--- src/rtl/pass_gate_sequencer.sv ---
// Gate-line sequencer for a pass-transistor analog mux: at most one gate driven,
// an all-off dead time before every ON phase, single-channel dwell or round-robin scan.
module pass_gate_sequencer #(
  parameter int N_CH        = 32,
  parameter int CH_W        = $clog2(N_CH),
  parameter int DWELL_W     = 8,
  parameter int DEAD_CYCLES = 2
) (
  input  logic               clk,
  input  logic               rst,
  input  logic               start,
  input  logic               stop,
  input  logic               mode,
  input  logic [CH_W-1:0]    ch_sel,
  input  logic [DWELL_W-1:0] dwell,
  output logic [N_CH-1:0]    vg,
  output logic [CH_W-1:0]    ch_cur,
  output logic               busy,
  output logic               sample,
  output logic               done
);

  localparam int DEAD_W = $clog2(DEAD_CYCLES + 1);
  localparam int CNT_W  = (DWELL_W > DEAD_W) ? DWELL_W : DEAD_W;

  localparam logic [CNT_W-1:0] LP_DEAD_LAST = CNT_W'(DEAD_CYCLES - 1);
  localparam logic [CH_W:0]    LP_N_EXT     = (CH_W + 1)'(N_CH);
  localparam logic [CH_W-1:0]  LP_CH_LAST   = CH_W'(N_CH - 1);

  typedef enum logic [1:0] {S_IDLE, S_DEAD, S_ON} state_t;

  state_t               r_state, w_state_nxt;
  logic [CNT_W-1:0]     r_cnt, w_cnt_nxt;
  logic [CH_W-1:0]      r_ch, w_ch_nxt;
  logic                 r_mode, w_mode_nxt;
  logic [DWELL_W-1:0]   r_dwell, w_dwell_nxt;
  logic                 r_stop_pend, w_stop_pend_nxt;
  logic [N_CH-1:0]      r_vg, w_vg_nxt;
  logic                 r_busy, r_sample, w_sample_nxt;
  logic                 r_done, w_done_nxt;

  logic [N_CH-1:0]      w_onehot;
  logic [CH_W-1:0]      w_sel_clamped;
  logic [CNT_W-1:0]     w_dwell_ext;
  logic [CNT_W-1:0]     w_cnt_inc;
  logic                 w_stop_req;

  assign w_onehot      = {{(N_CH-1){1'b0}}, 1'b1} << r_ch;
  assign w_sel_clamped = ({1'b0, ch_sel} >= LP_N_EXT) ? LP_CH_LAST : ch_sel;
  assign w_dwell_ext   = CNT_W'(r_dwell);
  assign w_cnt_inc     = r_cnt + CNT_W'(1);
  assign w_stop_req    = r_stop_pend | stop;

  // NOTE: every signal gets a default before the case so no path leaves one
  // unassigned; an unassigned path in always_comb would infer a latch.
  always_comb begin
    w_state_nxt     = r_state;
    w_cnt_nxt       = r_cnt;
    w_ch_nxt        = r_ch;
    w_mode_nxt      = r_mode;
    w_dwell_nxt     = r_dwell;
    w_stop_pend_nxt = r_stop_pend;
    w_vg_nxt        = '0;
    w_sample_nxt    = 1'b0;
    w_done_nxt      = 1'b0;

    unique case (r_state)
      S_IDLE: begin
        w_stop_pend_nxt = 1'b0;
        if (start) begin
          w_state_nxt = S_DEAD;
          w_cnt_nxt   = '0;
          w_mode_nxt  = mode;
          w_dwell_nxt = dwell;
          w_ch_nxt    = w_sel_clamped;
        end
      end

      S_DEAD: begin
        if (w_stop_req) begin
          w_state_nxt = S_IDLE;
          w_done_nxt  = 1'b1;
        end else if (r_cnt == LP_DEAD_LAST) begin
          w_state_nxt  = S_ON;
          w_cnt_nxt    = '0;
          w_vg_nxt     = w_onehot;
          w_sample_nxt = (r_dwell == '0);
        end else begin
          w_cnt_nxt = w_cnt_inc;
        end
      end

      S_ON: begin
        w_stop_pend_nxt = w_stop_req;
        if (r_cnt == w_dwell_ext) begin
          // The ON phase always runs to completion; stop only decides what follows.
          if (!r_mode || w_stop_req) begin
            w_state_nxt = S_IDLE;
            w_done_nxt  = 1'b1;
          end else begin
            w_state_nxt = S_DEAD;
            w_cnt_nxt   = '0;
            w_ch_nxt    = (r_ch == LP_CH_LAST) ? '0 : r_ch + CH_W'(1);
          end
        end else begin
          w_cnt_nxt    = w_cnt_inc;
          w_vg_nxt     = w_onehot;
          w_sample_nxt = (w_cnt_inc == w_dwell_ext);
        end
      end

      default: w_state_nxt = S_IDLE;
    endcase
  end

  // NOTE: state registers use non-blocking assignments so every flop samples
  // pre-edge values; blocking here would create order-dependent simulation.
  always_ff @(posedge clk or posedge rst) begin
    if (rst) begin
      r_state     <= S_IDLE;
      r_cnt       <= '0;
      r_ch        <= '0;
      r_mode      <= 1'b0;
      r_dwell     <= '0;
      r_stop_pend <= 1'b0;
      r_vg        <= '0;
      r_busy      <= 1'b0;
      r_sample    <= 1'b0;
      r_done      <= 1'b0;
    end else begin
      r_state     <= w_state_nxt;
      r_cnt       <= w_cnt_nxt;
      r_ch        <= w_ch_nxt;
      r_mode      <= w_mode_nxt;
      r_dwell     <= w_dwell_nxt;
      r_stop_pend <= w_stop_pend_nxt;
      r_vg        <= w_vg_nxt;
      r_busy      <= (w_state_nxt != S_IDLE);
      r_sample    <= w_sample_nxt;
      r_done      <= w_done_nxt;
    end
  end

  assign vg     = r_vg;
  assign ch_cur = r_ch;
  assign busy   = r_busy;
  assign sample = r_sample;
  assign done   = r_done;

endmodule

--- config.mk ---
export PLATFORM = sky130hd
export DESIGN_NAME = pass_gate_sequencer
export DESIGN_NICKNAME = d
export VERILOG_FILES = /design/src/rtl/pass_gate_sequencer.sv
export SDC_FILE = /design/constraint.sdc
export NUM_CORES = 1
export LEC_CHECK = 0
export BUFFER_PORTS_ARGS = -buffer_cell sky130_fd_sc_hd__clkbuf_2
export CORE_ASPECT_RATIO = 1.25
export CORE_MARGIN = 1
export CORE_UTILIZATION = 55
export CTS_CLUSTER_DIAMETER = 50
export DETAILED_ROUTE_END_ITERATION = 6
export PLACE_DENSITY = 0.88
export SYNTH_ARGS = -nofsm -noshare
export SYNTH_HDL_FRONTEND = slang
export SYNTH_SLANG_ARGS = --single-unit
--- constraint.sdc ---
create_clock -name clk -period 2.65 [get_ports clk]
set_input_delay 0.3975 -clock clk [delete_from_list [all_inputs] [get_ports clk]]
set_output_delay 0.3975 -clock clk [all_outputs]
set_load 0.005 [all_outputs]
* After elaboration in Yosys (flattened, before gate mapping) *
Cells that the tools add are included.

word-level totals
  bits in registers = 60
  input port bits = 18
  output and inout port bits = 40
  word-level logic and storage cells = 65

operators by class
  $add $sub $neg = 2
  equal/unequal tests = 11
  shifts and indexed selects = 1
  muxes and demuxes = 30
  bitwise logic cells = 1
  reduce and logical (&&, ||, !) cells = 10

operator list
  cell                  number
  $mux 32               3
  $pmux 32 s2           1
  $mux 8                5
  $shl 1x5->32 const A  1
  $pmux 8 s3            1
  $mux 5                4
  $eq 8x8->1            2
  $pmux 5 s2            1
  $add 8x1->8 const B   1
  $eq 8x1->1 const B    1
  $logic_not 8->1       1
  $mux 2                4
  $ne 2x2->1 const B    4
  $reduce_and 4->1      2
  $mux 1                7
  $pmux 1 s2            3
  $pmux 2 s3            1
  $add 5x1->5 const B   1
  $eq 5x5->1 const B    1
  $reduce_bool 2->1     2
  $ne 3x3->1 const B    1
  $reduce_bool 3->1     1
  $eq 2x1->1 const B    1
  $eq 2x2->1 const B    1
  other kinds (5)       5

* Depth between registers and ports, before layout *
Gate-level depths: netlist of the first run.

  depth in word-level cells = 6
  depth in mapped cells = 9

* Least setup slack after synthesis of the first run *
OpenSTA, ideal clock, no wires.

  path type = register -> register
  from = reg r_state[0]
  to = reg r_cnt[2]
  arrival = 1971 ps
  data required time = 2524 ps
  slack = 553 ps
  cell stages (with the launch flop) = 10
  clock period less this slack = 2097 ps
  path through = dfrtp_1 > inv_1 > ha_1 > buf_2 > inv_1 > a21oi_1 > a31o_2 > or2_1 > buf_2 > a221o_1

between the ends
  word-level cells in the longest chain between the ends = 3
  elaborated cells between the ends (all ways) = 9
  those cells by class = 5 x eq/ne; 1 x mux; 3 x reduce/logical

ends and longest elaborated chain
  element                                                    RTL line  text
  from (decl)                                                32        state_t r_state, w_state_nxt;
  from (signal assigned)                                     131       r_state <= w_state_nxt;
  $eq 2x2->1, or another cell as far along                   67        unique case (r_state)
  $ne 3x3->1 (no source line), or another cell as far along  -
  $reduce_and 4->1 (no source line)                          -
  to (signal assigned)                                       132       r_cnt <= w_cnt_nxt;
  to (decl)                                                  33        logic [CNT_W-1:0] r_cnt, w_cnt_nxt;

Several ways; a longest one is shown, not always the timed one.
A chain may end at the register's enable or synchronous reset.

* Final worst setup path of the first run *
  from = reg r_cnt[3]
  to = reg r_ch[0], in the netlist ch_cur[0]

between the ends
  word-level cells in the longest chain between the ends = 3

ends and longest elaborated chain
  element                            RTL line  text
  $eq 8x8->1                         95        if (r_cnt == w_dwell_ext) begin
  $ne 2x2->1 (no source line)        -
  $reduce_and 4->1 (no source line)  -
  to (signal assigned)               133       r_ch <= w_ch_nxt;
  to (decl)                          34        logic [CH_W-1:0] r_ch, w_ch_nxt;

Every way passes these cells.

==> impl_summary.txt, run 1 <==
----------------------------------------------------
[CTS]
  Buffer levels on the longest clock path ... 2
  TritonCTS buffer count ... 9
  Hold buffer count at cts ... 0
  Insertion delay to the later sink of the worst-skew pair ... 0.35 ns
  Buffer type at the clock tree root ... clkbuf_8
  Post-cts repair resize count ... 0
  Number of levels the H-tree was split into ... 3
  Clock sink count ... 60
  Clock transition at the register clock pins on the worst setup and hold paths after CTS ... 0.07 ns
  Buffers inserted by post-CTS timing repair ... 0
  TritonCTS clock tree ... done

[Die]
  Core Area ... 5189 sq um
  Die Ht ... 84.91 um
  Count of standard-cell rows ... 29
  Initial core utilization ... 58.28%
  Boundary Pins ... 58
  Die ar. ... 5801 sq um
  Die W ... 68.33 um

[Routing]
  Length of the first detailed-routing pass in iterations ... 5
  DR DRC count ... 0
  Average wire length per cell after detail routing ... 15.83 um
  Routed vias ... 2402
  Number of DRC markers after the initial detailed-route iteration ... 188
  Drt total wl ... 6.442 mm
  Post-route ant nets ... 0
  Via-per-instance ratio ... 5.902

[Finish]
  Most frequent cells in the layout ... 60 x dfrtp_1, 57 x clkbuf_2, 36 x nor2_1
  Fill count ... 375
  Post-layout nets ... 372
  Synthesis-to-finish area growth ... 16.26%
  Antenna Diode Count ... 0
  Most common cell after layout, fill and taps aside ... dfrtp_1
  Share of final-layout standard cells stronger than drive strength 1 ... 28.41%

[STA]
  Worst Clk Skew ... 0.005790 ns
  Worst-margin pin slew ... 0.6951 ns
  Shortest period the worst path allows ... 2.400 ns
  Hold_ws ... 0.08701 ns
  Number of hold-slack violations in the final timing report ... 0
  Fmax ... 416.6 MHz
  Smallest setup slack after layout ... 0.2496 ns
  Headroom to the max-slew limit ... 53.52%
  Total negative slack for setup checks ... 0 ns
  Final clock period utilization by the worst path ... 90.58%
  Final Slew Violations ... 0
  Setup-failing EPs final ... 0
  RSZ-0062 raised after global routing ... no

[Power and ir drop]
  Clock network power share ... 26.3%
  Worst-case vdd ir drop ... 0.5093 mV
  Net Sw Power ... 1164 uW
  Cell Int Power ... 1914 uW
  Fraction of power spent switching nets ... 37.81%
  Overall power after layout ... 3078 uW
  Static leakage power ... 0.001687 uW
  Combinational fraction of design power ... 32.7%
  Total power density per cell area ... 875.4 nW/um^2
  Seq pwr share ... 41.1%

[Setup path]
  WP data required ... 2.92 ns
  Critical Path Fanout Max ... 11
  Data arrival time of the critical path ... 2.67 ns
  Startpoint type of the worst setup path ... register
  R2R Setup Slk ... 0.25 ns
  Critical path endpoint category ... register
  R2R depth ... 5
  Capture instance of the worst register-to-register path ... ch_cur[0]
  Startpoint of the worst register-to-register path ... r_cnt[3]
  Kind of critical path ... reg -> reg

[GRT]
  Global-route usage over all layers ... 25.02%
  Maximum number of pins on one net before global-route repair ... 61
  Antenna violations before repair ... 0
  Global-route wire length before repair ... 10.56 mm
  GR Overflow Total ... 0
  Via count of the first global-routing pass ... 2256

[Place]
  Estimated wirelength of the detail-placed design ... 4.574 mm
  Final weighted congestion of routability-driven global placement ... 1.083
  Post-Place Setup Slack ... 0.3181 ns
  Total of buffers placed on input and output ports ... 57

[Min path]
  Min-Delay Path Class ... in -> async

[Yosys]
  Mapped Nets ... 316
  Flop and latch count out of synthesis ... 60
  Cell taking the most area after synthesis ... dfrtp_1
  Post-Syn Area ... 3024 sq um
  Unique masters post-synth ... 56
  Area contributors post-synth ... dfrtp_1 50%, ha_1 5.4%, nor2_1 4.5%
  Portion of synthesized cell area occupied by the leading cell type ... 49.65%
  Instance count of the mapped netlist ... 285
  Proportion of synthesized flip-flops having asynchronous set or reset ... 100.0%
  Warnings, synthesis ... 0
  Count of flip-flops with a built-in enable after synthesis ... 0
  Register area share after synthesis ... 49.65%
  Most common flop cell mapped by yosys ... dfrtp_1
  Synthesized area per cell ... 10.61 sq um

[Run status]
  Run status ... completed

[Job]
  Number of max-capacitance violations reported ... 0

----------------------------------------------------
power groups by stage:
stage / Sequential (uW) / Clock [uW] / Combinational, uW
5_1_grt: 1290 / 858 / 1100
6_report: 1260 / 809 / 1010
3_5_place_dp: 1280 / 0 / 994
3_3_place_gp: 1270 / 0 / 965
2_1_floorplan: 1190 / 0 / 815
4_1_cts: 1260 / 815 / 1000
registers in the layout (all words and copies together), names as in the netlist:
signal and cells:
done 1, r_dwell 8, r_state 2, r_mode 1, busy 1, r_cnt 8, sample 1, vg 32
ch_cur 5, r_stop_pend 1
worst max-delay path, cell delays in order, from the launching register on:
cell and delay, ns:
dfrtp_1 0.50, xor2_1 0.22, nor4_2 0.56, a21o_1 0.41, and3_1 0.38, mux2i_1 0.24
area by class of cell:
type | count | area [sq um] | area share, %
multi-input combinational | 192 | 1363 | 38.75
clock buffer | 10 | 137.6 | 3.915
inverter | 19 | 71.32 | 2.028
tap | 62 | 77.57 | 2.206
clock inverter | 5 | 52.55 | 1.495
sequential | 60 | 1501 | 42.70
timing repair buffer | 59 | 312.8 | 8.897
worst max-delay path by stage:
stage	from	slack (ns)	cells past startpoint	to
6_report	r_cnt[3]	0.25	5	ch_cur[0]
5_1_grt	r_cnt[3]	0.09	5	ch_cur[2]
4_1_cts	r_cnt[3]	0.28	5	ch_cur[2]
3_3_place_gp	r_state[0]	0.41	7	r_cnt[6]
2_1_floorplan	r_state[0]	0.55	9	r_cnt[2]
3_5_place_dp	r_cnt[3]	0.32	5	ch_cur[2]
synthesized netlist by cell type (3+ instances only):
master and number:
a21oi_1 7, nand4_1 4, ha_1 13, nand3_1 9
mux2_2 9, mux2i_1 6, nand2b_1 5, buf_4 4
o221ai_1 3, buf_2 5, xor2_1 7, and3_1 3
a221o_1 6, a211oi_1 5, nor2b_1 3, nor3_1 12
nor2_1 36, clkbuf_1 3, inv_1 19, nand2_1 22
dfrtp_1 60
per-stage QoR:
| stage | cell area [sq um] | util (%) | std cells |
|---|---|---|---|
| 3_5_place_dp | 3326 | 64.09 | 392 |
| 5_1_grt | 3516 | 67.76 | 407 |
| 6_report | 3516 | 67.76 | 407 |
| 3_3_place_gp | 3326 | 64.09 | 392 |
| 2_1_floorplan | 3024 | - | 285 |
| 4_1_cts | 3516 | 67.76 | 407 |
kinds of logic after synthesis:
kind of cell / Yosys count / share of synthesized area, %
and+or+nand+nor: 107 / 17.38
DFF: 60 / 49.65
AOI/OAI and AO/OA: 45 / 12.91
buffers and inverters: 33 / 5.296
muxes: 16 / 5.710
adders and majority gates: 13 / 5.379
xor gates and xnor gates: 11 / 3.682
metal layers:
layer,routed length [um],global-route usage (%),vias up,share of wire (%)
li1,-,-,1110,-
met1,2485,30.45,1152,39
met2,3284,38.06,113,51
met3,403,7.930,27,6.3
met4,267,14.58,0,4.1
met5,0,0,-,0
Power figures use the tool's default switching activity.
==> run 2: changes to the inputs <==
--- a/config.mk
+++ b/config.mk
@@ -11,6 +11,7 @@
 export CORE_UTILIZATION = 55
 export CTS_CLUSTER_DIAMETER = 50
 export DETAILED_ROUTE_END_ITERATION = 6
+export HOLD_SLACK_MARGIN = 0.06
 export PLACE_DENSITY = 0.88
 export SYNTH_ARGS = -nofsm -noshare
 export SYNTH_HDL_FRONTEND = slang
==> constraint.sdc (replaced) <==
create_clock -name clk -period 2.6 [get_ports clk]
set_input_delay 0.39 -clock clk [delete_from_list [all_inputs] [get_ports clk]]
set_output_delay 0.39 -clock clk [all_outputs]
set_load 0.005 [all_outputs]
==> impl_summary.txt, run 2 (same netlist as run 1, synthesis figures left out) <==
----------------------------------------------------
[STA]
  Shortest period the worst path allows ... 2.376 ns
  Worst Clk Skew ... 0.009968 ns
  Total negative slack for setup checks ... 0 ns
  Headroom to the max-slew limit ... 53.00%
  Fmax ... 420.9 MHz
  Number of hold-slack violations in the final timing report ... 0
  Worst-margin pin slew ... 0.7030 ns
  Final clock period utilization by the worst path ... 91.38%
  Final Slew Violations ... 0
  Setup-failing EPs final ... 0
  RSZ-0062 raised after global routing ... no

[Routing]
  Post-route ant nets ... 0
  Via-per-instance ratio ... 5.740
  DRT met1 WL ... 2.599 mm
  Routed vias ... 2342
  Drt total wl ... 6.419 mm
  Wire length on met3 ... 299 um
  Met2 wire length ... 3.353 mm
  Topmost layer with routed signal wires ... met4
  Average wire length per cell after detail routing ... 15.73 um
  DR DRC count ... 0
  Length of the first detailed-routing pass in iterations ... 4
  Number of DRC markers after the initial detailed-route iteration ... 108

[Power and ir drop]
  Cell Int Power ... 1960 uW
  Combinational fraction of design power ... 32.8%
  Overall power after layout ... 3179 uW
  Static leakage power ... 0.001688 uW
  Worst-case vdd ir drop ... 0.6714 mV
  Net Sw Power ... 1219 uW
  Fraction of power spent switching nets ... 38.34%
  Total power density per cell area ... 901.4 nW/um^2
  Seq pwr share ... 40.7%
  Clock network power share ... 26.5%

[Setup path]
  WP data required ... 2.87 ns
  Kind of critical path ... reg -> reg
  Critical path endpoint category ... register
  R2R Setup Slk ... 0.22 ns
  Critical Path Fanout Max ... 11
  Data arrival time of the critical path ... 2.65 ns
  Startpoint type of the worst setup path ... register

[Die]
  Die Ht ... 84.91 um
  Die ar. ... 5801 sq um
  Core Area ... 5189 sq um
  Count of standard-cell rows ... 29
  Initial core utilization ... 58.28%
  Boundary Pins ... 58
  Die W ... 68.33 um

[Finish]
  Synthesis-to-finish area growth ... 16.63%
  Final std cells w/o fill ... 408
  Most common cell after layout, fill and taps aside ... dfrtp_1
  Flip-flop count of the largest register, all copies and words added ... 32
  Fill count ... 395
  Area of all placed cells without fillers ... 3527 sq um
  Share of final-layout standard cells stronger than drive strength 1 ... 28.61%
  Most frequent cells in the layout ... 60 x dfrtp_1, 57 x clkbuf_2, 36 x nor2_1
  Post-layout nets ... 372
  Final design utilization ... 67.98%
  Antenna Diode Count ... 0

[GRT]
  GR Overflow Total ... 0
  Global-route wire length before repair ... 10.72 mm
  Via count of the first global-routing pass ... 2314
  Maximum number of pins on one net before global-route repair ... 35
  Antenna violations before repair ... 0
  Global-route usage over all layers ... 25.49%

[CTS]
  TritonCTS buffer count ... 9
  Buffer levels on the longest clock path ... 2
  Number of levels the H-tree was split into ... 3
  Hold buffer count at cts ... 0
  Clock transition at the register clock pins on the worst setup and hold paths after CTS ... 0.07 ns
  TritonCTS clock tree ... done
  Post-cts repair resize count ... 0
  Buffers inserted by post-CTS timing repair ... 0
  Insertion delay to the later sink of the worst-skew pair ... 0.35 ns
  Clock sink count ... 60
  Buffer type at the clock tree root ... clkbuf_8

[Place]
  Estimated wirelength of the detail-placed design ... 4.615 mm
  Placed cell area ... 3326 sq um
  Total of buffers placed on input and output ports ... 57
  Total instance count after detailed placement ... 392
  Final weighted congestion of routability-driven global placement ... 1.026

[Job]
  Number of max-capacitance violations reported ... 0

[Run status]
  Run status ... completed

[Min path]
  Min-Delay Path Class ... in -> async

----------------------------------------------------
[run 2: cell count changes in the layout (fill, tap and decap cells not counted), sizes merged]
cell      change
clkinvlp      +1
[run 2: final timing paths]
path / start / end / cells past startpoint
max in group asynchronous: rst / r_dwell[6] / 3
worst max-delay path: r_cnt[3] / ch_cur[0] / 5
min in group clk: dwell[5] / r_dwell[5] / 2
worst min-delay path: rst / vg[17] / 2
worst max register to register: r_cnt[3] / ch_cur[0] / 5
worst min register to register: r_stop_pend / r_stop_pend / 2
[run 2: area by class of cell]
class                   instances  area [sq um]  area share (%)
repair buffers                 59         312.8           8.868
well taps                      62         77.57           2.199
inverters                      19         71.32           2.022
flip-flops and latches         60          1501           42.57
clock inverters                 6         63.81           1.809
multi-input cells             192          1363           38.63
clock buffers                  10         137.6           3.902
[run 2: critical path, cell delays in order, from the launching register on]
cell and delay (ns):
dfrtp_1 0.50, xor2_1 0.22, nor4_2 0.55, a21o_1 0.42
and3_1 0.39, mux2i_1 0.23
[run 2: power groups by stage]
| stage | registers (uW) | clock network, uW | logic, uW |
|---|---|---|---|
| after global placement | 1290 | 0 | 988 |
| after detailed placement | 1300 | 0 | 1020 |
| after global routing | 1320 | 901 | 1140 |
| final | 1290 | 844 | 1040 |
| after CTS | 1280 | 864 | 1040 |
| after floorplan | 1220 | 0 | 831 |
[run 2: layer usage]
metal  GRT usage (%)  vias up
li1                -     1107
met4           13.64        0
met5               0        -
met3           7.796       15
met1           30.04     1136
met2           40.55       84
[run 2: per-stage QoR]
stage,worst slack (ns),hold WS (ns)
6_report,0.2240,0.1312
5_1_grt,0.04313,0.1944
4_1_cts,0.2391,0.1441
3_5_place_dp,0.2540,0.4965
3_3_place_gp,0.3459,0.4821
2_1_floorplan,0.5034,0.4632
==> run 3: changes to the inputs <==
==> constraint.sdc (replaced) <==
create_clock -name clk -period 2.35 [get_ports clk]
set_input_delay 0.3525 -clock clk [delete_from_list [all_inputs] [get_ports clk]]
set_output_delay 0.3525 -clock clk [all_outputs]
set_load 0.005 [all_outputs]
==> impl_summary.txt, run 3 (same netlist as run 1, synthesis figures left out) <==
----------------------------------------------------
[Setup path]
  R2R Setup Slk ... 0.11 ns
  Worst-path cell with the longest stage delay ... dfrtp_1
  Kind of critical path ... reg -> reg
  WP data required ... 2.58 ns
  Data arrival time of the critical path ... 2.47 ns
  Critical Path Fanout Max ... 10
  CP Cell Sequence ... xor2_1, nor4_4, a21o_2, a2111oi_4, buf_4, a221o_1
  Capture instance of the worst register-to-register path ... r_cnt[3]
  Critical path endpoint category ... register
  R2R depth ... 6
  Startpoint of the worst register-to-register path ... r_cnt[6]
  Delay contributed by the slowest stage of the critical path ... 0.47 ns
  Startpoint type of the worst setup path ... register

[STA]
  RSZ-0062 raised after global routing ... no
  Final Slew Violations ... 0
  Total negative slack for setup checks ... 0 ns
  Shortest period the worst path allows ... 2.236 ns
  Final clock period utilization by the worst path ... 95.17%
  Smallest setup slack after layout ... 0.1136 ns
  Worst-margin pin slew ... 0.6926 ns
  Worst Clk Skew ... 0.006497 ns
  Headroom to the max-slew limit ... 53.76%
  Fmax ... 447.1 MHz
  Setup-failing EPs final ... 0
  Number of hold-slack violations in the final timing report ... 0

[Power and ir drop]
  Static leakage power ... 0.001725 uW
  Overall power after layout ... 3576 uW
  Total power density per cell area ... 995.1 nW/um^2
  Worst-case vdd ir drop ... 0.7567 mV

[Place]
  Total instance count after detailed placement ... 397
  Post-Place Setup Slack ... 0.04879 ns
  Total of buffers placed on input and output ports ... 57
  Estimated wirelength of the detail-placed design ... 4.630 mm
  Final weighted congestion of routability-driven global placement ... 0.9675

[CTS]
  Insertion delay to the later sink of the worst-skew pair ... 0.35 ns
  Buffer levels on the longest clock path ... 2
  Clock transition at the register clock pins on the worst setup and hold paths after CTS ... 0.06 ns
  TritonCTS buffer count ... 9
  TritonCTS clock tree ... done
  Number of levels the H-tree was split into ... 3
  Buffer type at the clock tree root ... clkbuf_8
  Clock sink count ... 60

[GRT]
  Antenna violations before repair ... 0
  Most Used Layer, Global Route ... met2
  Met1 global-route usage ... 31.51%
  Met3 track utilization from global routing ... 4.839%
  Maximum number of pins on one net before global-route repair ... 35
  Global-route wire length before repair ... 11.09 mm
  Via count of the first global-routing pass ... 2395
  Global-route usage over all layers ... 25.95%
  Met2 Track Usage GR ... 41.00%
  GR Overflow Total ... 0

[Die]
  Initial core utilization ... 58.28%
  Count of standard-cell rows ... 29
  Die W ... 68.33 um
  Die Ht ... 84.91 um
  Die ar. ... 5801 sq um
  Boundary Pins ... 58
  Core Area ... 5189 sq um

[Finish]
  Multi-input gate area in the final layout ... 1383 sq um
  Fill count ... 360
  Most common cell after layout, fill and taps aside ... dfrtp_1
  Synthesis-to-finish area growth ... 18.83%
  Area taken by flip-flops and latches ... 1501 sq um
  Post-layout nets ... 378
  Share of final-layout standard cells stronger than drive strength 1 ... 30.68%
  Final std cells w/o fill ... 414
  Antenna Diode Count ... 0
  Most frequent cells in the layout ... 60 x dfrtp_1, 57 x clkbuf_2, 36 x nor2_1
  Flip-flop count of the largest register, all copies and words added ... 32

[Routing]
  DR DRC count ... 0
  Drt total wl ... 6.511 mm
  Routed vias ... 2361
  Length of the first detailed-routing pass in iterations ... 4
  Post-route ant nets ... 0
  Via-per-instance ratio ... 5.703
  Number of DRC markers after the initial detailed-route iteration ... 225
  Average wire length per cell after detail routing ... 15.73 um

[Min path]
  Min-Delay Path Class ... in -> async

[Run status]
  Run status ... completed

[Job]
  Number of max-capacitance violations reported ... 0

----------------------------------------------------
## run 3: metrics by stage
stage	util, %	cell area (sq um)	hold WS (ns)
final	69.25	3593	0.09434
after global routing	69.25	3593	0.1788
after CTS	68.84	3572	0.1252
after detailed placement	64.82	3363	0.4933
after global placement	64.82	3363	0.4821
after floorplan	-	3024	0.4632
## run 3: worst max path at each step
stage	end	start	slack [ns]	cells past startpoint
after detailed placement	vg[16]	r_cnt[2]	0.05	6
after global routing	r_cnt[2]	r_state[0]	0.003	7
after global placement	ch_cur[4]	r_cnt[6]	0.1	5
after CTS	r_cnt[6]	r_cnt[1]	0.05	8
final	r_cnt[3]	r_cnt[6]	0.11	6
after floorplan	r_cnt[2]	r_state[0]	0.25	9
## run 3: routing by layer
layer,routed length [um],up-vias
met5,0,-
met2,3353,84
met3,327,18
li1,-,1123
met4,199,0
met1,2631,1136
## run 3: where the power goes
part           switching (uW)  internal (uW)  total (uW)  leakage, uW
Combinational             709            492        1200     0.000820
Clock                     408            544         952     0.000102
Sequential                235           1190        1420     0.000803
Total                    1350           2220        3580      0.00172
## run 3: area by class of cell
| cell class | instances | area share [%] |
|---|---|---|
| repair buffers | 65 | 9.958 |
| flip-flops and latches | 60 | 41.78 |
| multi-input cells | 192 | 38.48 |
| inverters | 19 | 1.985 |
| well taps | 62 | 2.159 |
| clock inverters | 4 | 1.323 |
| clock buffers | 12 | 4.318 |
## run 3: repair_timing
| item | 4_1_cts | 5_1_grt |
|---|---|---|
| gates resized for setup | 1 | 4 |
| buffers inserted | 0 | 1 |
| setup endpoints to repair | 10 | 27 |
| hold buffers | 0 | 0 |
| pin swaps | 0 | 1 |
## run 3: critical path, delay by kind of cell, from the launching register on
kind / cells / cell delay (ns)
AO/OA/AOI/OAI: 3 / 0.76
XOR/XNOR: 1 / 0.23
buffers and inverters: 1 / 0.19
flip-flops: 1 / 0.47
AND/OR/NAND/NOR: 1 / 0.46
